`src/rtl/rca_seq_pkg.sv`:
```
// Shared types and helpers for the nibble-serial ripple-carry sequencer.
// Build option: RCA_SEQ_SUB_EN adds a subtract mode to rca_seq_ctrl.
package rca_seq_pkg;

    typedef enum logic [1:0] {
        IDLE = 2'd0,
        RUN  = 2'd1,
        DONE = 2'd2
    } state_e;

    localparam int NIBBLE_W = 4;

    // Nibble counter width: ceil(log2(nibbles)), never narrower than one bit.
    function automatic int cnt_w(input int nibbles);
        return (nibbles <= 2) ? 1 : $clog2(nibbles);
    endfunction

endpackage

```
`src/rtl/rca_seq_nib_sel.sv`:
```
// Selects nibble 'sel' out of a NIBBLES*4-bit register; one copy per operand.
module rca_seq_nib_sel
    import rca_seq_pkg::*;
#(
    parameter int NIBBLES = 4
) (
    input  logic [NIBBLES*NIBBLE_W-1:0] data,
    input  logic [cnt_w(NIBBLES)-1:0]   sel,
    output logic [NIBBLE_W-1:0]         nib
);

    always_comb begin
        nib = '0;
        for (int i = 0; i < NIBBLES; i++) begin
            if (int'(sel) == i) begin
                nib = data[i*NIBBLE_W +: NIBBLE_W];
            end
        end
    end

endmodule

```
`src/rtl/rca_seq_ctrl.sv`:
```
// Wide add (4*NIBBLES bits) done LSB-first, one nibble per clock, on an external 4-bit slice.
// Build option: RCA_SEQ_SUB_EN adds the 'sub' port (a - b via ~b and carry-in 1).
module rca_seq_ctrl
    import rca_seq_pkg::*;
#(
    parameter int NIBBLES = 4
) (
    input  logic                        clk,
    input  logic                        reset,
    input  logic                        start,
    input  logic [NIBBLES*NIBBLE_W-1:0] a,
    input  logic [NIBBLES*NIBBLE_W-1:0] b,
    input  logic                        cin,
`ifdef RCA_SEQ_SUB_EN
    input  logic                        sub,
`endif
    output logic                        busy,
    output logic                        done,
    output logic [NIBBLES*NIBBLE_W-1:0] sum,
    output logic                        cout,
    output logic [NIBBLE_W-1:0]         add_i0,
    output logic [NIBBLE_W-1:0]         add_i1,
    output logic                        add_cin,
    input  logic [NIBBLE_W-1:0]         add_o,
    input  logic                        add_cout
);

    localparam int W  = NIBBLES * NIBBLE_W;
    localparam int KW = cnt_w(NIBBLES);
    localparam logic [KW-1:0] K_LAST = KW'(NIBBLES - 1);

    state_e          state_q, state_d;
    logic [KW-1:0]   k_q, k_d;
    logic [W-1:0]    a_q, a_d;
    logic [W-1:0]    b_q, b_d;
    logic            carry_q, carry_d;
    logic [W-1:0]    sum_q, sum_d;
    logic            cout_q, cout_d;

    // Operand slices come straight from registers so the adder sees stable inputs all cycle.
    rca_seq_nib_sel #(.NIBBLES(NIBBLES)) u_sel_a (
        .data (a_q),
        .sel  (k_q),
        .nib  (add_i0)
    );

    rca_seq_nib_sel #(.NIBBLES(NIBBLES)) u_sel_b (
        .data (b_q),
        .sel  (k_q),
        .nib  (add_i1)
    );

    assign add_cin = carry_q;
    assign busy    = (state_q != IDLE);
    assign done    = (state_q == DONE);
    assign sum     = sum_q;
    assign cout    = cout_q;

    always_comb begin
        state_d = state_q;
        k_d     = k_q;
        a_d     = a_q;
        b_d     = b_q;
        carry_d = carry_q;
        sum_d   = sum_q;
        cout_d  = cout_q;

        unique case (state_q)
            IDLE: begin
                if (start) begin
                    a_d = a;
`ifdef RCA_SEQ_SUB_EN
                    if (sub) begin
                        b_d     = ~b;
                        carry_d = 1'b1;
                    end else begin
                        b_d     = b;
                        carry_d = cin;
                    end
`else
                    b_d     = b;
                    carry_d = cin;
`endif
                    k_d     = '0;
                    state_d = RUN;
                end
            end

            RUN: begin
                // Only the current nibble is rewritten; the rest keep the previous result.
                for (int i = 0; i < NIBBLES; i++) begin
                    if (int'(k_q) == i) begin
                        sum_d[i*NIBBLE_W +: NIBBLE_W] = add_o;
                    end
                end
                carry_d = add_cout;
                if (k_q == K_LAST) begin
                    cout_d  = add_cout;
                    k_d     = '0;
                    state_d = DONE;
                end else begin
                    k_d = k_q + KW'(1);
                end
            end

            DONE: begin
                state_d = IDLE;
            end

            default: begin
                state_d = IDLE;
            end
        endcase
    end

    always_ff @(posedge clk or posedge reset) begin
        if (reset) begin
            state_q <= IDLE;
            k_q     <= '0;
            a_q     <= '0;
            b_q     <= '0;
            carry_q <= 1'b0;
            sum_q   <= '0;
            cout_q  <= 1'b0;
        end else begin
            state_q <= state_d;
            k_q     <= k_d;
            a_q     <= a_d;
            b_q     <= b_d;
            carry_q <= carry_d;
            sum_q   <= sum_d;
            cout_q  <= cout_d;
        end
    end

endmodule

```
`config.mk`:
```
export PLATFORM = sky130hd
export DESIGN_NAME = rca_seq_ctrl
export DESIGN_NICKNAME = d
export VERILOG_FILES = /design/src/rtl/rca_seq_pkg.sv /design/src/rtl/rca_seq_nib_sel.sv /design/src/rtl/rca_seq_ctrl.sv
export SDC_FILE = /design/constraint.sdc
export NUM_CORES = 1
export LEC_CHECK = 0
export CELL_PAD_IN_SITES_DETAIL_PLACEMENT = 0
export CELL_PAD_IN_SITES_GLOBAL_PLACEMENT = 1
export CORE_MARGIN = 2
export CORE_UTILIZATION = 34
export CTS_BUF_LIST = sky130_fd_sc_hd__clkbuf_16
export DETAILED_ROUTE_END_ITERATION = 8
export PLACE_DENSITY = 0.84
export REMOVE_ABC_BUFFERS = 1
export SLEW_MARGIN = 25
export SYNTH_ARGS = -nofsm -noshare
export SYNTH_HDL_FRONTEND = slang
export SYNTH_SLANG_ARGS = --single-unit
```
`constraint.sdc`:
```
create_clock -name clk -period 1.8 [get_ports clk]
set_clock_uncertainty 0.1 [all_clocks]
set_input_delay 0.36 -clock clk [delete_from_list [all_inputs] [get_ports clk]]
set_output_delay 0.36 -clock clk [all_outputs]
set_load 0.03 [all_outputs]
```
==> results of run 1 <==
## kinds of logic (layout without fill, tap and decap cells)
kind of cell / after synthesis / after routing / synth area share (%)
flops: 54 / 54 / 57.0
mux: 49 / 49 / 23.6
compound gates: 24 / 24 / 7.02
simple gates: 25 / 25 / 6.86
buf+inv: 15 / 111 / 3.38
fa+ha+maj: 4 / 4 / 2.11
## state kept, by name, indices dropped and copies added (netlist names)
signal and count:
a_q 16, add_cin 1, b_q 16, cout 1, state_q 2, k_q 2
sum 16
## area by class of cell
class | count | area [µm²] | area share (%)
timing repair buffer | 94 | 937 | 25.5
clock buffer | 5 | 125 | 3.40
tap | 80 | 100 | 2.72
multi-input combinational | 102 | 1090 | 29.8
clock inverter | 3 | 26.3 | 0.715
inverter | 9 | 40.0 | 1.09
sequential | 54 | 1350 | 36.8
## critical path: cells and delay by family, from the launching register on
| family | cells | cell delay [ps] |
|---|---|---|
| AOI/OAI and AO/OA | 2 | 120 |
| adders and majority gates | 1 | 190 |
| buffers and inverters | 2 | 320 |
| DFF | 1 | 460 |
| and+or+nand+nor | 1 | 400 |
## timing repair
item | CTS | global route
gates resized for setup | 39 | 20
setup endpoints to repair | 14 | 20
buffers inserted | 3 | 1
pin swaps | 13 | 2
endpoints found under the hold margin | 0 | 0
## power breakdown
part	total, W	leakage [nW]	internal, W	switching [W]
sequential	0.00220	0.633	0.00184	0.000362
combinational	0.00426	0.932	0.00215	0.00211
clock	0.000963	0.0740	0.000523	0.000440
## cell usage after synthesis (all sizes together) (4+ instances only)
library cell,n
a21oi,4
a221oi,4
a22oi,7
buf,4
dfrtp,54
ha,4
inv,9
mux2,49
nand2,8
nor3b,5
## worst min path at each step
stage | from | to | slack, ps | cells past startpoint
6_report | reset | sum[4] | 330 | 3
5_1_grt | reset | b_q[3] | 390 | 3
4_1_cts | reset | sum[4] | 340 | 3
3_5_place_dp | sum[4] | sum[4] | 390 | 1
3_3_place_gp | sum[6] | sum[6] | 390 | 1
2_1_floorplan | b_q[10] | b_q[10] | 370 | 1
## layer usage
layer  global-route usage [%]  up-vias  wire, µm
met1                     20.2      868      2540
met5                        0        -         0
met4                     3.78        0        55
met3                     3.51        5       258
li1                         -      814         -
met2                     25.1       40      2660
## stage by stage
step / total power (W) / area (µm²) / TNS, ps / setup slack [ps] / hold slack (ps)
2_1_floorplan: 0.00439 / 2320 / -3610 / -627 / 373
3_3_place_gp: 0.00593 / 3280 / -2880 / -202 / 390
3_5_place_dp: 0.00600 / 3280 / -3310 / -262 / 393
4_1_cts: 0.00743 / 3620 / -3150 / -430 / 337
5_1_grt: 0.00788 / 3680 / -3860 / -507 / 387
6_report: 0.00743 / 3680 / -3200 / -439 / 331
## layout by cell type (no fill, tap or decap), types with 4 or more instances in the layout
cell type / netlist / final
sky130_fd_sc_hd__nand2_1: 8 / 6
sky130_fd_sc_hd__buf_4: 0 / 25
sky130_fd_sc_hd__clkdlybuf4s50_1: 0 / 45
sky130_fd_sc_hd__a22oi_2: 0 / 5
sky130_fd_sc_hd__ha_4: 0 / 4
sky130_fd_sc_hd__mux2_2: 47 / 47
sky130_fd_sc_hd__nor3b_1: 5 / 5
sky130_fd_sc_hd__dfrtp_1: 54 / 53
sky130_fd_sc_hd__clkbuf_16: 0 / 5
sky130_fd_sc_hd__a221oi_2: 0 / 4
sky130_fd_sc_hd__buf_6: 3 / 7
sky130_fd_sc_hd__inv_1: 9 / 5
sky130_fd_sc_hd__dlymetal6s2s_1: 0 / 11
==> results.rst, run 1 <==
.. list-table::
   :header-rows: 1

   * - Metric
     - Value
   * - Result of the run
     - finished with violations
   * - Violated checks
     - negative setup slack
   * - Final core utilization
     - 54.4%
   * - Ordered list of cells on the worst path
     - buf_6 -> ha_4 -> or3b_4 -> o21ai_2 -> a31oi_1 -> buf_4
   * - Register-to-Register Path Depth
     - 7
   * - Core Footprint
     - 6760 µm²
   * - Number of buffers created by CTS
     - 5
   * - Area enclosed by the die boundary
     - 7650 µm²
   * - Port Buffer Count
     - 68
   * - Overall global routing resource usage
     - 15.2%
   * - Most common flop cell mapped by yosys
     - sky130_fd_sc_hd__dfrtp_1
   * - Row Count
     - 30
   * - P&R area growth vs syn
     - 55.1%
   * - Die width
     - 87.5 µm
   * - Antenna cell count
     - 0
   * - Worst-case setup margin in the final layout
     - -439 ps
   * - Number of failing hold endpoints at the final stage
     - 0
   * - Die extent in y
     - 87.5 µm
   * - Final min period
     - 2240 ps
   * - Combined area of all synthesized cells
     - 2370 µm²
   * - DRT Wirelength
     - 5510 µm
   * - Headroom to the max-slew limit
     - 77.1%
   * - Clk_lat worst skew
     - 290 ps
   * - Initial antenna violation count
     - 0
   * - Top cell type by total area after synthesis
     - sky130_fd_sc_hd__dfrtp_1
   * - Detailed-router iteration count before antenna repair
     - 4
   * - TritonCTS clock tree
     - done
   * - CP max stage cell
     - sky130_fd_sc_hd__dfrtp_2
   * - Via count of the first global-routing pass
     - 1821
   * - Final routed wire length divided by cell count
     - 15.9 µm
   * - Clock net sink count
     - 54
   * - Type of the worst setup path
     - flop to output port
   * - Maximum vdd ir drop
     - 1.05 mV
   * - Number of pins with negative max-slew slack in the final report
     - 0
   * - Data arrival time of the critical path
     - 1780 ps
   * - EDFF count, synth
     - 0
   * - Setup violation total in the final timing report
     - 8
   * - Crit-path max FO
     - 7
   * - Fin crit share
     - 124%
   * - Number of vias in the routed layout
     - 1727
   * - Max-capacitance violation count
     - 0
   * - Setup repair after global routing missed its margin
     - yes
   * - Nets@finish
     - 311
   * - Largest net degree at the start of global routing
     - 55
   * - Peak per-stage delay on the critical path
     - 460 ps
   * - Filler cell count
     - 564
   * - Placer congestion estimate
     - 0.723
   * - Drt via density
     - 4.98
   * - Post-DP HPWL
     - 3920 µm
   * - Static power due to leakage
     - 1.64 nW
   * - Share of synthesized registers carrying an async set or reset
     - 100%
   * - Type of element capturing the critical path
     - output port
   * - Synth Register Bits
     - 54
   * - Sequential element share of the synthesized area
     - 57.0%
   * - Share of layout cells above drive strength 1
     - 47.2%
   * - Critical path launch point type
     - flop
   * - Synth unique cells
     - 29
   * - Data required time at the worst endpoint
     - 1340 ps
   * - Number of violations reported at the end of detailed-routing iteration 0
     - 57
   * - Num ports
     - 69
   * - Worst reg-to-reg setup slack
     - 100 ps
   * - Clock edge transition at the registers on the reported setup and hold paths
     - 70 ps
   * - Origin of the critical flop-to-flop path
     - k_q[0]
   * - Worst flop-to-flop path endpoint
     - sum[1]
   * - Root Buffer Master
     - sky130_fd_sc_hd__clkbuf_16
   * - HP Class
     - input pin to async pin
   * - Initial standard-cell utilization of the core
     - 35.1%
   * - Hold bufs inserted after CTS
     - 0
   * - Cell types occupying the most area after synthesis
     - sky130_fd_sc_hd__dfrtp_1 (57%), sky130_fd_sc_hd__mux2_2 (22%), sky130_fd_sc_hd__a22oi_1 (2.2%)
   * - Transition time at the pin with the least slew margin
     - 343 ps
   * - Residual antenna-violating net count after detailed routing
     - 0
   * - Synthesized area per cell
     - 13.9 µm²
   * - Critical Path Sink
     - add_i1[2]
   * - Number of placed cells counting well taps
     - 335
   * - Yosys top cell area share
     - 57.0%
   * - Maximum clock path buffer count
     - 2
   * - First-pass GRT wire length
     - 8860 µm
   * - Leftover overflow at the end of global routing
     - 0
   * - Count of placed standard cells in the final layout, fillers left out
     - 347
   * - Instance count of the mapped netlist
     - 171
   * - Fmax achieved
     - 447 MHz
   * - H-Tree Level Count
     - 2
   * - Warnings, synthesis
     - 0
   * - Final routed DRC violation total
     - 0
   * - Pwr per Cell Area
     - 2020 nW/µm²
   * - Worst setup path startpoint
     - k_q[0]
(Power assumes the default switching activity.)
==> run 2, diff against run 1 <==
==> constraint.sdc (replaced) <==
create_clock -name clk -period 1.8 [get_ports clk]
set_clock_uncertainty 0.1 [all_clocks]
set_input_delay 0.36 -clock clk [delete_from_list [all_inputs] [get_ports clk]]
set_output_delay 0.36 -clock clk [all_outputs]
set_load 0.1 [all_outputs]
==> run 2 against run 1 <==
The flow still finishes with violations (negative setup slack). Non-clock buffer count is 1 lower. Maximum frequency decreased by 4.8%. Sequential share of layout area decreased by 2.4 points. Register-to-register slack better by 30 ps. Highest routed layer unchanged. Count of clock-buffer cells in the layout did not move. Worst setup slack got worse by 110 ps. Critical endpoint is now add_i0[0]. Design area is 7.3% higher. Final cell count is 0.29% lower.
==> results.rst, run 2 (synthesis gave the netlist of run 1 again) <==
.. list-table::
   :header-rows: 1

   * - Metric
     - Value
   * - Clock net sink count
     - 54
   * - Final routed wire length divided by cell count
     - 16.3 µm
   * - Clock edge transition at the registers on the reported setup and hold paths
     - 70 ps
   * - Setup violation total in the final timing report
     - 8
   * - HP Class
     - input pin to async pin
   * - Clk_lat worst skew
     - 290 ps
   * - P&R area growth vs syn
     - 66.4%
   * - Row Count
     - 30
   * - Area enclosed by the die boundary
     - 7650 µm²
   * - Headroom to the max-slew limit
     - 78.0%
   * - Commonest cells after routing, fill and taps aside
     - sky130_fd_sc_hd__dfrtp_1 (51), sky130_fd_sc_hd__mux2_2 (47), sky130_fd_sc_hd__clkdlybuf4s50_1 (40), sky130_fd_sc_hd__buf_12 (30), sky130_fd_sc_hd__buf_4 (18)
   * - Setup TNS
     - -4200 ps
   * - Area used by multi-input combinational logic
     - 1070 µm²
   * - Final standard cell area without fillers
     - 3940 µm²
   * - Crit-path max FO
     - 7
   * - Residual antenna-violating net count after detailed routing
     - 0
   * - Final routed DRC violation total
     - 0
   * - H-Tree Level Count
     - 2
   * - Leftover overflow at the end of global routing
     - 0
   * - Drt via density
     - 4.86
   * - Data required time at the worst endpoint
     - 1340 ps
   * - Nets@finish
     - 310
   * - Type of the worst setup path
     - flop to output port
   * - Placement-stage worst setup slack
     - -478 ps
   * - Antenna cell count
     - 0
   * - Data arrival time of the critical path
     - 1890 ps
   * - Die extent in y
     - 87.5 µm
   * - Die width
     - 87.5 µm
   * - Hold bufs inserted after CTS
     - 0
   * - Type of element capturing the critical path
     - output port
   * - Worst-case setup margin in the final layout
     - -551 ps
   * - Setup repair after global routing missed its margin
     - yes
   * - Root Buffer Master
     - sky130_fd_sc_hd__clkbuf_16
   * - Fmax achieved
     - 425 MHz
   * - Maximum clock path buffer count
     - 2
   * - Max-capacitance violation count
     - 0
   * - Detailed-router iteration count before antenna repair
     - 4
   * - TritonCTS clock tree
     - done
   * - DRT Wirelength
     - 5650 µm
   * - Placer congestion estimate
     - 0.814
   * - Post-DP HPWL
     - 4110 µm
   * - Final min period
     - 2350 ps
   * - WHS
     - 317 ps
   * - Num ports
     - 69
   * - Overall global routing resource usage
     - 15.4%
   * - First-pass GRT wire length
     - 8950 µm
   * - Initial standard-cell utilization of the core
     - 35.1%
   * - Result of the run
     - finished with violations
   * - Largest net degree at the start of global routing
     - 55
   * - Number of pins with negative max-slew slack in the final report
     - 0
   * - Fin crit share
     - 131%
   * - Violated checks
     - negative setup slack
   * - Number of vias in the routed layout
     - 1681
   * - Via count of the first global-routing pass
     - 1788
   * - Number of failing hold endpoints at the final stage
     - 0
   * - Port Buffer Count
     - 68
   * - Filler cell count
     - 529
   * - Core Footprint
     - 6760 µm²
   * - Number of violations reported at the end of detailed-routing iteration 0
     - 72
   * - Critical path launch point type
     - flop
   * - Area taken by flip-flops and latches
     - 1360 µm²
   * - Leading cell type in the layout, fill and taps excluded
     - sky130_fd_sc_hd__dfrtp_1
   * - Share of layout cells above drive strength 1
     - 53.0%
   * - Initial antenna violation count
     - 0
   * - Number of buffers created by CTS
     - 5
   * - Transition time at the pin with the least slew margin
     - 330 ps
   * - Instance area after placement
     - 3570 µm²
-- run 2: metal layers --
| metal | up-vias | track usage, % | share of wire [%] |
|---|---|---|---|
| li1 | 800 | - | - |
| met1 | 840 | 20.1 | 45 |
| met2 | 37 | 25.1 | 50 |
| met3 | 4 | 3.89 | 4.1 |
| met4 | 0 | 4.62 | 1.3 |
| met5 | - | 0 | 0 |
-- run 2: final cells by class --
cell class              instances  area share, %
multi-input cells             102           27.0
well taps                      80           2.54
repair buffers                 93           30.9
inverters                       9          0.984
flip-flops and latches         54           34.4
clock buffers                   5           3.17
clock inverters                 3           1.05
-- run 2: repair_timing --
| action | 4_1_cts | 5_1_grt |
|---|---|---|
| pin swaps | 9 | 4 |
| resized for setup | 27 | 13 |
| buffers inserted | 3 | 2 |
| endpoints found under the setup margin | 8 | 9 |
-- run 2: worst max-delay path, cell delays in order, from the launching register on --
cell	delay, ps
sky130_fd_sc_hd__dfrtp_2	460
sky130_fd_sc_hd__inv_4	100
sky130_fd_sc_hd__ha_4	130
sky130_fd_sc_hd__nor2b_4	130
sky130_fd_sc_hd__buf_6	140
sky130_fd_sc_hd__a22oi_2	60
sky130_fd_sc_hd__a221oi_2	250
sky130_fd_sc_hd__buf_4	160
sky130_fd_sc_hd__buf_12	160
-- run 2: through the flow --
step / util (%) / cells
2_1_floorplan: - / 165
3_3_place_gp: 52.9 / 333
3_5_place_dp: 52.9 / 333
4_1_cts: 57.4 / 344
5_1_grt: 58.4 / 346
6_report: 58.4 / 346
-- run 2: path summary, 6_finish.rpt --
path	start	endpoint	slack (ps)	depth (start not counted)
setup reg to reg	k_q[0]	sum[15]	130	4
max in group asynchronous	reset	k_q[1]	1010	3
setup / recovery	k_q[0]	add_i0[0]	-550	8
min in group clk	a_q[14]	a_q[14]	410	1
hold / removal	reset	sum[4]	320	3
hold reg to reg	a_q[14]	a_q[14]	410	1
Power of run 2 is not shown: default switching activity piles up to over one toggle a cycle in this logic, so the estimate is an artifact.
==> run 3, diff against run 2 <==
--- a/config.mk
+++ b/config.mk
@@ -10,6 +10,7 @@
 export CORE_MARGIN = 2
 export CORE_UTILIZATION = 34
 export CTS_BUF_LIST = sky130_fd_sc_hd__clkbuf_16
+export CTS_CLUSTER_SIZE = 24
 export DETAILED_ROUTE_END_ITERATION = 8
 export PLACE_DENSITY = 0.84
 export REMOVE_ABC_BUFFERS = 1
==> results of run 3 <==
The final DEF is identical to that of run 2; final timing and power are the same.
Power of run 3 is left out for the same reason.
